## config.mk

```make
export PLATFORM = sky130hd
export DESIGN_NAME = axis_extremum_finder_flat
export DESIGN_NICKNAME = d
export VERILOG_FILES = /design/src/rtl/axis_extremum_finder_if.sv /design/src/rtl/axis_extremum_finder.sv /design/src/flat_wrapper.sv
export SDC_FILE = /design/constraint.sdc
export NUM_CORES = 1
export LEC_CHECK = 0
export CAP_MARGIN = 10
export CORE_MARGIN = 4
export CORE_UTILIZATION = 30
export CTS_CLUSTER_SIZE = 40
export DETAILED_ROUTE_END_ITERATION = 16
export PLACE_DENSITY = 0.59
export SLEW_MARGIN = 25
export SYNTH_ARGS = -nofsm -noshare
export SYNTH_HDL_FRONTEND = slang
export SYNTH_SLANG_ARGS = --single-unit
```

## constraint.sdc

```tcl
create_clock -name aclk -period 3.85 [get_ports aclk]
set_input_delay 0.5775 -clock aclk [delete_from_list [all_inputs] [get_ports aclk]]
set_output_delay 0.5775 -clock aclk [all_outputs]
set_load 0.01 [all_outputs]
```

## src/rtl/axis_extremum_finder_if.sv

```systemverilog
// Purpose: sample stream bundle (tdata/tvalid/tready) between a producer and the extremum finder.
// Latency: none, wires only.
// Backpressure: carried by tready; the finder side drives it constantly high.
// Ports: tdata (TDATA_WIDTH, signed two's-complement sample), tvalid, tready.
//   master modport drives tdata/tvalid, slave modport drives tready.
interface axis_extremum_finder_if #(
  parameter int TDATA_WIDTH = 32
) ();
  logic [TDATA_WIDTH-1:0] tdata;
  logic                   tvalid;
  logic                   tready;

  modport master (output tdata, output tvalid, input tready);
  modport slave  (input tdata, input tvalid, output tready);
endinterface

```

## src/rtl/axis_extremum_finder.sv

```systemverilog
// Purpose: streaming min/max over non-overlapping windows of 2^EF_log_count accepted samples,
//   results presented with a sign-extending right shift.
// Latency: results and EF_valid pulse appear one cycle after the window's final beat.
// Backpressure: none, tready is tied high; tvalid=0 cycles leave all state untouched.
// Ports:
//   aclk, areset          clock and synchronous active-high reset
//   EF_log_count [4:0]    log2 of window length, 0 disables the finder
//   EF_shift [2:0]        arithmetic right shift applied to results at window end
//   s_axis (slave)        signed sample stream
//   EF_maximum/minimum    shifted max/min of the last completed window
//   EF_valid              one-cycle pulse when the results update
module axis_extremum_finder #(
  parameter int AXIS_TDATA_WIDTH = 32
) (
  input  logic                               aclk,
  input  logic                               areset,
  input  logic [4:0]                         EF_log_count,
  input  logic [2:0]                         EF_shift,
  axis_extremum_finder_if.slave              s_axis,
  output logic signed [AXIS_TDATA_WIDTH-1:0] EF_maximum,
  output logic signed [AXIS_TDATA_WIDTH-1:0] EF_minimum,
  output logic                               EF_valid
);

  logic        [4:0]                  log_count_q;
  logic        [31:0]                 count;
  logic        [31:0]                 last_idx;
  logic signed [AXIS_TDATA_WIDTH-1:0] sample;
  logic signed [AXIS_TDATA_WIDTH-1:0] run_max;
  logic signed [AXIS_TDATA_WIDTH-1:0] run_min;
  logic signed [AXIS_TDATA_WIDTH-1:0] next_max;
  logic signed [AXIS_TDATA_WIDTH-1:0] next_min;

  assign s_axis.tready = 1'b1;
  assign sample        = s_axis.tdata;

  // Index of the final beat of the window; log_count==31 still fits in 32 bits.
  assign last_idx = (32'd1 << EF_log_count) - 32'd1;

  // Running extrema including the current beat; the first beat of a window seeds both.
  always_comb begin
    next_max = run_max;
    next_min = run_min;
    if (count == 32'd0) begin
      next_max = sample;
      next_min = sample;
    end else begin
      if (sample > run_max) next_max = sample;
      if (sample < run_min) next_min = sample;
    end
  end

  always_ff @(posedge aclk) begin
    if (areset) begin
      log_count_q <= 5'd0;
      count       <= 32'd0;
      run_max     <= '0;
      run_min     <= '0;
      EF_maximum  <= '0;
      EF_minimum  <= '0;
      EF_valid    <= 1'b0;
    end else begin
      EF_valid    <= 1'b0;
      log_count_q <= EF_log_count;
      if (EF_log_count != log_count_q) begin
        // Window length changed: restart, and let a valid beat on this edge open the new window.
        count <= 32'd0;
        if (EF_log_count != 5'd0 && s_axis.tvalid) begin
          run_max <= sample;
          run_min <= sample;
          count   <= 32'd1;
        end
      end else if (EF_log_count == 5'd0) begin
        count <= 32'd0;
      end else if (s_axis.tvalid) begin
        run_max <= next_max;
        run_min <= next_min;
        if (count == last_idx) begin
          EF_maximum <= next_max >>> EF_shift;
          EF_minimum <= next_min >>> EF_shift;
          EF_valid   <= 1'b1;
          count      <= 32'd0;
        end else begin
          count <= count + 32'd1;
        end
      end
    end
  end

endmodule

```

## src/flat_wrapper.sv

```systemverilog
// flat-port wrapper written by rule: the top's interface ports become plain ports
module axis_extremum_finder_flat 
#(
  parameter int AXIS_TDATA_WIDTH = 32
)
  (aclk, areset, EF_log_count, EF_shift, EF_maximum, EF_minimum, EF_valid, s_axis_tdata, s_axis_tvalid, s_axis_tready);
  axis_extremum_finder_if #(.TDATA_WIDTH(32)) s_axis_i ();
  input  logic aclk;
  input  logic areset;
  input  logic [4:0] EF_log_count;
  input  logic [2:0] EF_shift;
  output logic signed [AXIS_TDATA_WIDTH-1:0] EF_maximum;
  output logic signed [AXIS_TDATA_WIDTH-1:0] EF_minimum;
  output logic EF_valid;
  input wire logic [$bits(s_axis_i.tdata)-1:0] s_axis_tdata;
  input wire logic [$bits(s_axis_i.tvalid)-1:0] s_axis_tvalid;
  output wire logic [$bits(s_axis_i.tready)-1:0] s_axis_tready;
  assign s_axis_i.tdata = s_axis_tdata;
  assign s_axis_i.tvalid = s_axis_tvalid;
  assign s_axis_tready = s_axis_i.tready;
  axis_extremum_finder #(.AXIS_TDATA_WIDTH(AXIS_TDATA_WIDTH)) u_core (.aclk(aclk), .areset(areset), .EF_log_count(EF_log_count), .EF_shift(EF_shift), .s_axis(s_axis_i), .EF_maximum(EF_maximum), .EF_minimum(EF_minimum), .EF_valid(EF_valid));
endmodule
```

==> flow_summary.ini, run 1 <==
[clocking]
hold_buffers = 0
htreeDepth = 4
cts_sinks = 166
cts.clk_slew.worst_paths_ns = 0.07
cts_root_buffer = clkbuf_16
clockBufferDepth = 2
clock_latency_ns = 0.44
cts_tree = yes
cts_buffers = 17

[logic_synthesis]
netlist_instances = 1482
synth-xor-area-share = 0.0203
syn-num-nets = 1591
synth_area_mm2 = 0.0119
synth_fa_ha_area_frac = 0.0691
ys.flop_type = dfxtp_1
yosys.area_share.simple = 0.207
ys_seq_area_frac = 0.278
synth-edff-count = 0
synth_top_family_by_area = compound AO/OA/AOI/OAI gates
synth_compound_area_frac = 0.209
muxShareOfSynthArea = 0.156
syn_avg_cell_area_um2 = 8.06
synth_seq_cells = 166
ys_types = 84
async_reset_ff_frac = 0
yosysWarnings = 0

[timing]
setup_viol = 0
rsz0062_at_grt = yes
fmaxAchievable_mhz = 267
clock_skew_ns = 0.0200
slew_headroom = 0.419
finalMaxSlewViolations = 0
whs_ns = 0.452
finalHoldViolCount = 0
period_needed_ns = 3.74
post-route-period-util = 0.972
tightest_slew_ns = 0.864

[floorplan]
die_w_um = 208
dieHeight_um = 208
start_util = 0.306
dieArea_mm2 = 0.0431
coreArea_mm2 = 0.0390
num_rows = 72
pin_count = 109

[setup_path]
crit_start = s_axis_tdata[25]
crit_type = input pin to register
crit_path_end_kind = register
r2r-start = u_core.run_min[30]
rrSetupSlack_ns = 0.24
rr_worst_depth = 14
worstPathRequired_ns = 4.18
path_max_fanout = 21
cp-start-kind = input pin
arrival_ns = 4.07

[layout]
mostFrequentLayoutCell = buf_4
n_antenna_cell = 0
fin_area_mm2 = 0.0167
num-nets-final = 1888
layout_common_cells = buf_4, nand2_1, dfxtp_1, a21oi_1
layout-drive-gt1-share = 0.245
area_growth_pct = 39.4
nFillCells = 3801

[power_and_ir_drop]
power_density_mw_per_mm2 = 286
finalPower_mw = 4.76
ir_drop_mv = 0.253
leakage_nw = 6.58

[detailed_routing]
finalWirelength_um = 44200
dr_total_vias = 12500
postRouteAntennaNets = 0
routedWlPerCell_um = 19.1
drt_iter0_drc = 1177
drt_first_pass_iters = 5
viasPerCell = 5.42
post-route-drc-count = 0

[placed_design]
io_buffers = 107
place_hpwl_um = 33600
placed_area_mm2 = 0.0154
routabilityCongestion = 0.910

[status]
status = finished, final reports clean

[min_path]
hp-start = u_core.EF_maximum[5]
hold_depth = 1
hp-class = register to register

[global_route]
grt-ovfl-total = 0
grt_usage = 0.195
grt_max_degree = 58
antenna_found_initial = 0
grt_pass1_vias = 11700
grt_pass1_wl_um = 68500

[run]
cap_violations = 0
worst max-delay path, stage by stage:
cell	delay [ns]
clkdlybuf4s50_1	0.46
buf_4	0.18
ha_1	0.29
nand4_1	0.17
nor4_2	0.27
buf_4	0.15
or3b_2	0.45
a41o_4	0.30
buf_12	0.18
mux2i_1	0.20
buf_4	0.19
mux2i_4	0.09
a22oi_1	0.23
nand2_1	0.11
a22o_1	0.20
cell families (layout without fill, tap and decap cells):
family	after synthesis	count (layout)
simple gates	498	498
compound gates	391	391
buf+inv	178	488
flops	166	166
mux	159	159
fa+ha+maj	66	66
xor+xnor	23	23
other cells	1	1
path summary, 6_finish.rpt:
| kind | endpoint |
|---|---|
| worst max register to register | u_core.EF_minimum[12] |
| worst min-delay path | u_core.EF_maximum[5] |
| worst min register to register | u_core.EF_maximum[5] |
| worst max-delay path | u_core.EF_maximum[22] |
timing repair:
item	4_1_cts	5_1_grt
gates cloned	2	2
setup buffers	6	5
setup endpoints to repair	54	77
resized for setup	33	90
pin swaps	13	26
metal layers:
metal	global-route usage	wire [µm]	vias to the layer above
li1	-	-	6009
met1	0.288	20800	5964
met2	0.287	19200	502
met5	0	0	-
met4	0.0543	912	0
met3	0.0431	3340	49
report_power, final:
group | internal, mW | switching [mW]
Sequential | 1.76 | 0.0421
Combinational | 0.614 | 0.690
Clock | 0.849 | 0.810
Total | 3.22 | 1.54
sequential cells by signal, indices dropped and copies added (netlist names):
name and flops:
u_core.EF_minimum 32, u_core.run_min 32, u_core.run_max 32, u_core.EF_valid 1
u_core.count 32, u_core.log_count_q 5, u_core.EF_maximum 32
area by class of cell:
cell class,count,area (µm²),area share
Multi-Input combinational cell,1138,8450,0.507
Timing Repair Buffer,377,3390,0.203
Sequential cell,166,3320,0.200
Tap cell,518,648,0.0389
Clock buffer,19,433,0.0260
Inverter,79,297,0.0178
Clock inverter,13,115,0.00691
metrics by stage:
step / utilization / TNS (ns) / setup WS, ns / std cells
global route: 0.427 / -0.281 / -0.0562 / 2310
finish: 0.427 / 0 / 0.109 / 2310
detailed placement: 0.395 / -44.79 / -0.662 / 2264
global placement: 0.395 / -41.36 / -0.587 / 2264
floorplan: - / -1.84 / -0.0911 / 1482
CTS: 0.414 / 0 / 0.000576 / 2304
synthesized netlist by cell type, types with 16 or more instances:
library cell	number	area, µm²
nand2_1	230	863
dfxtp_1	166	3320
a21oi_1	133	666
mux2i_1	128	1280
inv_1	78	293
o21ai_0	69	345
ha_1	66	826
nor2_1	64	240
clkbuf_1	56	210
a22oi_1	34	255
nand3_1	29	145
o22ai_1	29	181
buf_2	24	120
mux4_2	21	473
nand4_1	20	125
nor4_1	20	125
a22o_1	18	158
nand3b_1	16	120
o211ai_1	16	120
Note: power is estimated with default switching activity, not from simulation.
==> run 2, diff against run 1 <==
Settings changed: CORE_UTILIZATION 30 to 35, PLACE_DENSITY 0.59 to 0.65, SETUP_SLACK_MARGIN set to 0.4.
==> run 2 against run 1 <==
Non-clock buffer count is 8 higher. Power rose by 4.1%. Critical path depth unchanged. Die area down 14%. First-iteration DRC count up 14%. Clock power is 6% higher. Clock-buffer cell count is the same. Largest power group unchanged. Flip-flop and latch count is the same. Worst hold slack got worse by 0.00055 ns. Cell area increased by 3.5%. Global-route usage is 3.9 points higher.
==> flow_summary.ini, run 2 (synthesis gave the netlist of run 1 again) <==
[power_and_ir_drop]
p_clk_frac = 0.355
internal_power_mw = 3.40
power.share.sequential = 0.365
finalPower_mw = 4.96
leakage_nw = 6.82
switchingPower_mw = 1.56
power_density_mw_per_mm2 = 288
switching_share = 0.315
ir_drop_mv = 0.279
power_frac_comb = 0.280

[detailed_routing]
viasPerCell = 5.82
drt_first_pass_iters = 5
post-route-drc-count = 0
postRouteAntennaNets = 0
drt_iter0_drc = 1339
routedWlPerCell_um = 20.3
dr_total_vias = 13100
finalWirelength_um = 45800

[global_route]
grt_use_met3 = 0.0548
met2_usage = 0.356
grt_max_degree = 93
grt_pass1_vias = 12300
grt.met1_usage = 0.327
grt.busiest_layer = met2
grt_pass1_wl_um = 69000
grt-ovfl-total = 0
grt_usage = 0.234
antenna_found_initial = 0

[clocking]
cts_tree = yes
cts.clk_slew.worst_paths_ns = 0.07
cts_sinks = 166
htreeDepth = 4
cts_root_buffer = clkbuf_16
clockBufferDepth = 2
cts_buffers = 17
clock_latency_ns = 0.45

[timing]
finalMaxSlewViolations = 0
finalHoldViolCount = 0
period_needed_ns = 3.52
fmaxAchievable_mhz = 284
post-route-period-util = 0.915
tightest_slew_ns = 1.09
whs_ns = 0.452
setup_viol = 0
clock_skew_ns = 0.0228
rsz0062_at_grt = yes
setup-tns-final_ns = 0
slew_headroom = 0.271

[placed_design]
place_hpwl_um = 32800
io_buffers = 107
routabilityCongestion = 0.961

[run]
cap_violations = 0

[layout]
seq_area_mm2 = 0.00336
num-nets-final = 1897
n_antenna_cell = 0
mostFrequentLayoutCell = nand2_1
layout-drive-gt1-share = 0.296
nFillCells = 3021
final_core_util = 0.513
area_growth_pct = 44.2
multi_input_area_mm2 = 0.00882
layout_common_cells = nand2_1, buf_4, dfxtp_1, a21oi_1, mux2i_1

[status]
status = finished, final reports clean

[setup_path]
crit_path_end_kind = register
crit_type = input pin to register
rr_worst_depth = 15
cp-start-kind = input pin
arrival_ns = 3.90
max_stage_delay_ns = 0.52
cp_slowest_cell = mux4_2
cp_num_cells = 15
path_max_fanout = 7
worstPathRequired_ns = 4.23
crit_buf_inv = 6
worstPathCellList = clkdlybuf4s50_1 > ha_1 > nand4_1 > o41ai_2 > buf_4 > a31oi_4 > mux2i_4 > buf_6 > buf_8 > buf_4 > buf_16 > mux2i_4 > mux4_2 > o22ai_2 > a21o_1
critPathTopFamily = buffers and inverters

[floorplan]
start_util = 0.355
die_w_um = 193
num_rows = 67
dieArea_mm2 = 0.0372
dieHeight_um = 193
pin_count = 109
coreArea_mm2 = 0.0336

[min_path]
hp-class = register to register
hold_depth = 2
run 2: cell count changes in the layout (fill, tap and decap cells not counted), sizes merged:
cell	delta
clkbuf	+8
clkinv	+4
nor2	+1
dlymetal6s2s	-4
clkdlybuf4s50	-17
bufinv	+2
clkinvlp	-2
clkdlybuf4s15	+4
inv	-4
dlygate4sd2	+5
buf	+12
run 2: metal layers:
metal  routed length (µm)  share of wire
met4                 1230          0.027
met3                 4380          0.096
met5                    0              0
met1                19700           0.43
met2                20400           0.45
run 2: cell type report:
class / count / area share
clock inverter: 13 / 0.00857
timing repair buffer: 385 / 0.209
clock buffer: 19 / 0.0257
multi-input combinational: 1139 / 0.512
sequential: 166 / 0.195
inverter: 79 / 0.0174
tap: 448 / 0.0325
run 2: metrics by stage:
stage,instance area (µm²),setup WS (ns),instances
floorplan,12100,-0.0911,1482
global placement,15100,-0.594,2167
detailed placement,15100,-0.677,2167
CTS,16400,0.400,2230
global route,17200,0.218,2249
finish,17200,0.327,2249
run 2: path summary, 6_finish.rpt:
check / end / from / slack (ns)
worst max-delay path: u_core.EF_minimum[15] / s_axis_tdata[12] / 0.33
worst min-delay path: u_core.EF_maximum[29] / u_core.EF_maximum[29] / 0.45
worst max register to register: u_core.EF_minimum[10] / u_core.run_min[27] / 0.33
worst min register to register: u_core.EF_maximum[29] / u_core.EF_maximum[29] / 0.45
run 2: power by group through the flow:
| stage | Clock (mW) | Sequential [mW] | Combinational (mW) |
|---|---|---|---|
| floorplan | 0 | 1.82 | 0.649 |
| global placement | 0 | 1.84 | 1.13 |
| detailed placement | 0 | 1.84 | 1.15 |
| CTS | 1.78 | 1.80 | 1.25 |
| global route | 1.87 | 1.81 | 1.48 |
| finish | 1.76 | 1.81 | 1.39 |
run 2: worst reg2reg max path, delay by kind of cell (launching register included):
family / cells / cell delay [ns]
compound gates: 4 / 1.09
fa+ha+maj: 1 / 0.29
buf+inv: 4 / 0.48
flops: 1 / 0.38
mux: 4 / 0.91
simple gates: 2 / 0.26
run 2: timing repair:
action | in CTS | in global routing
setup buffers | 27 | 14
pin swaps | 54 | 48
setup endpoints to repair | 133 | 82
gates cloned | 4 | 5
resized for setup | 147 | 166
hold buffers | 0 | 0
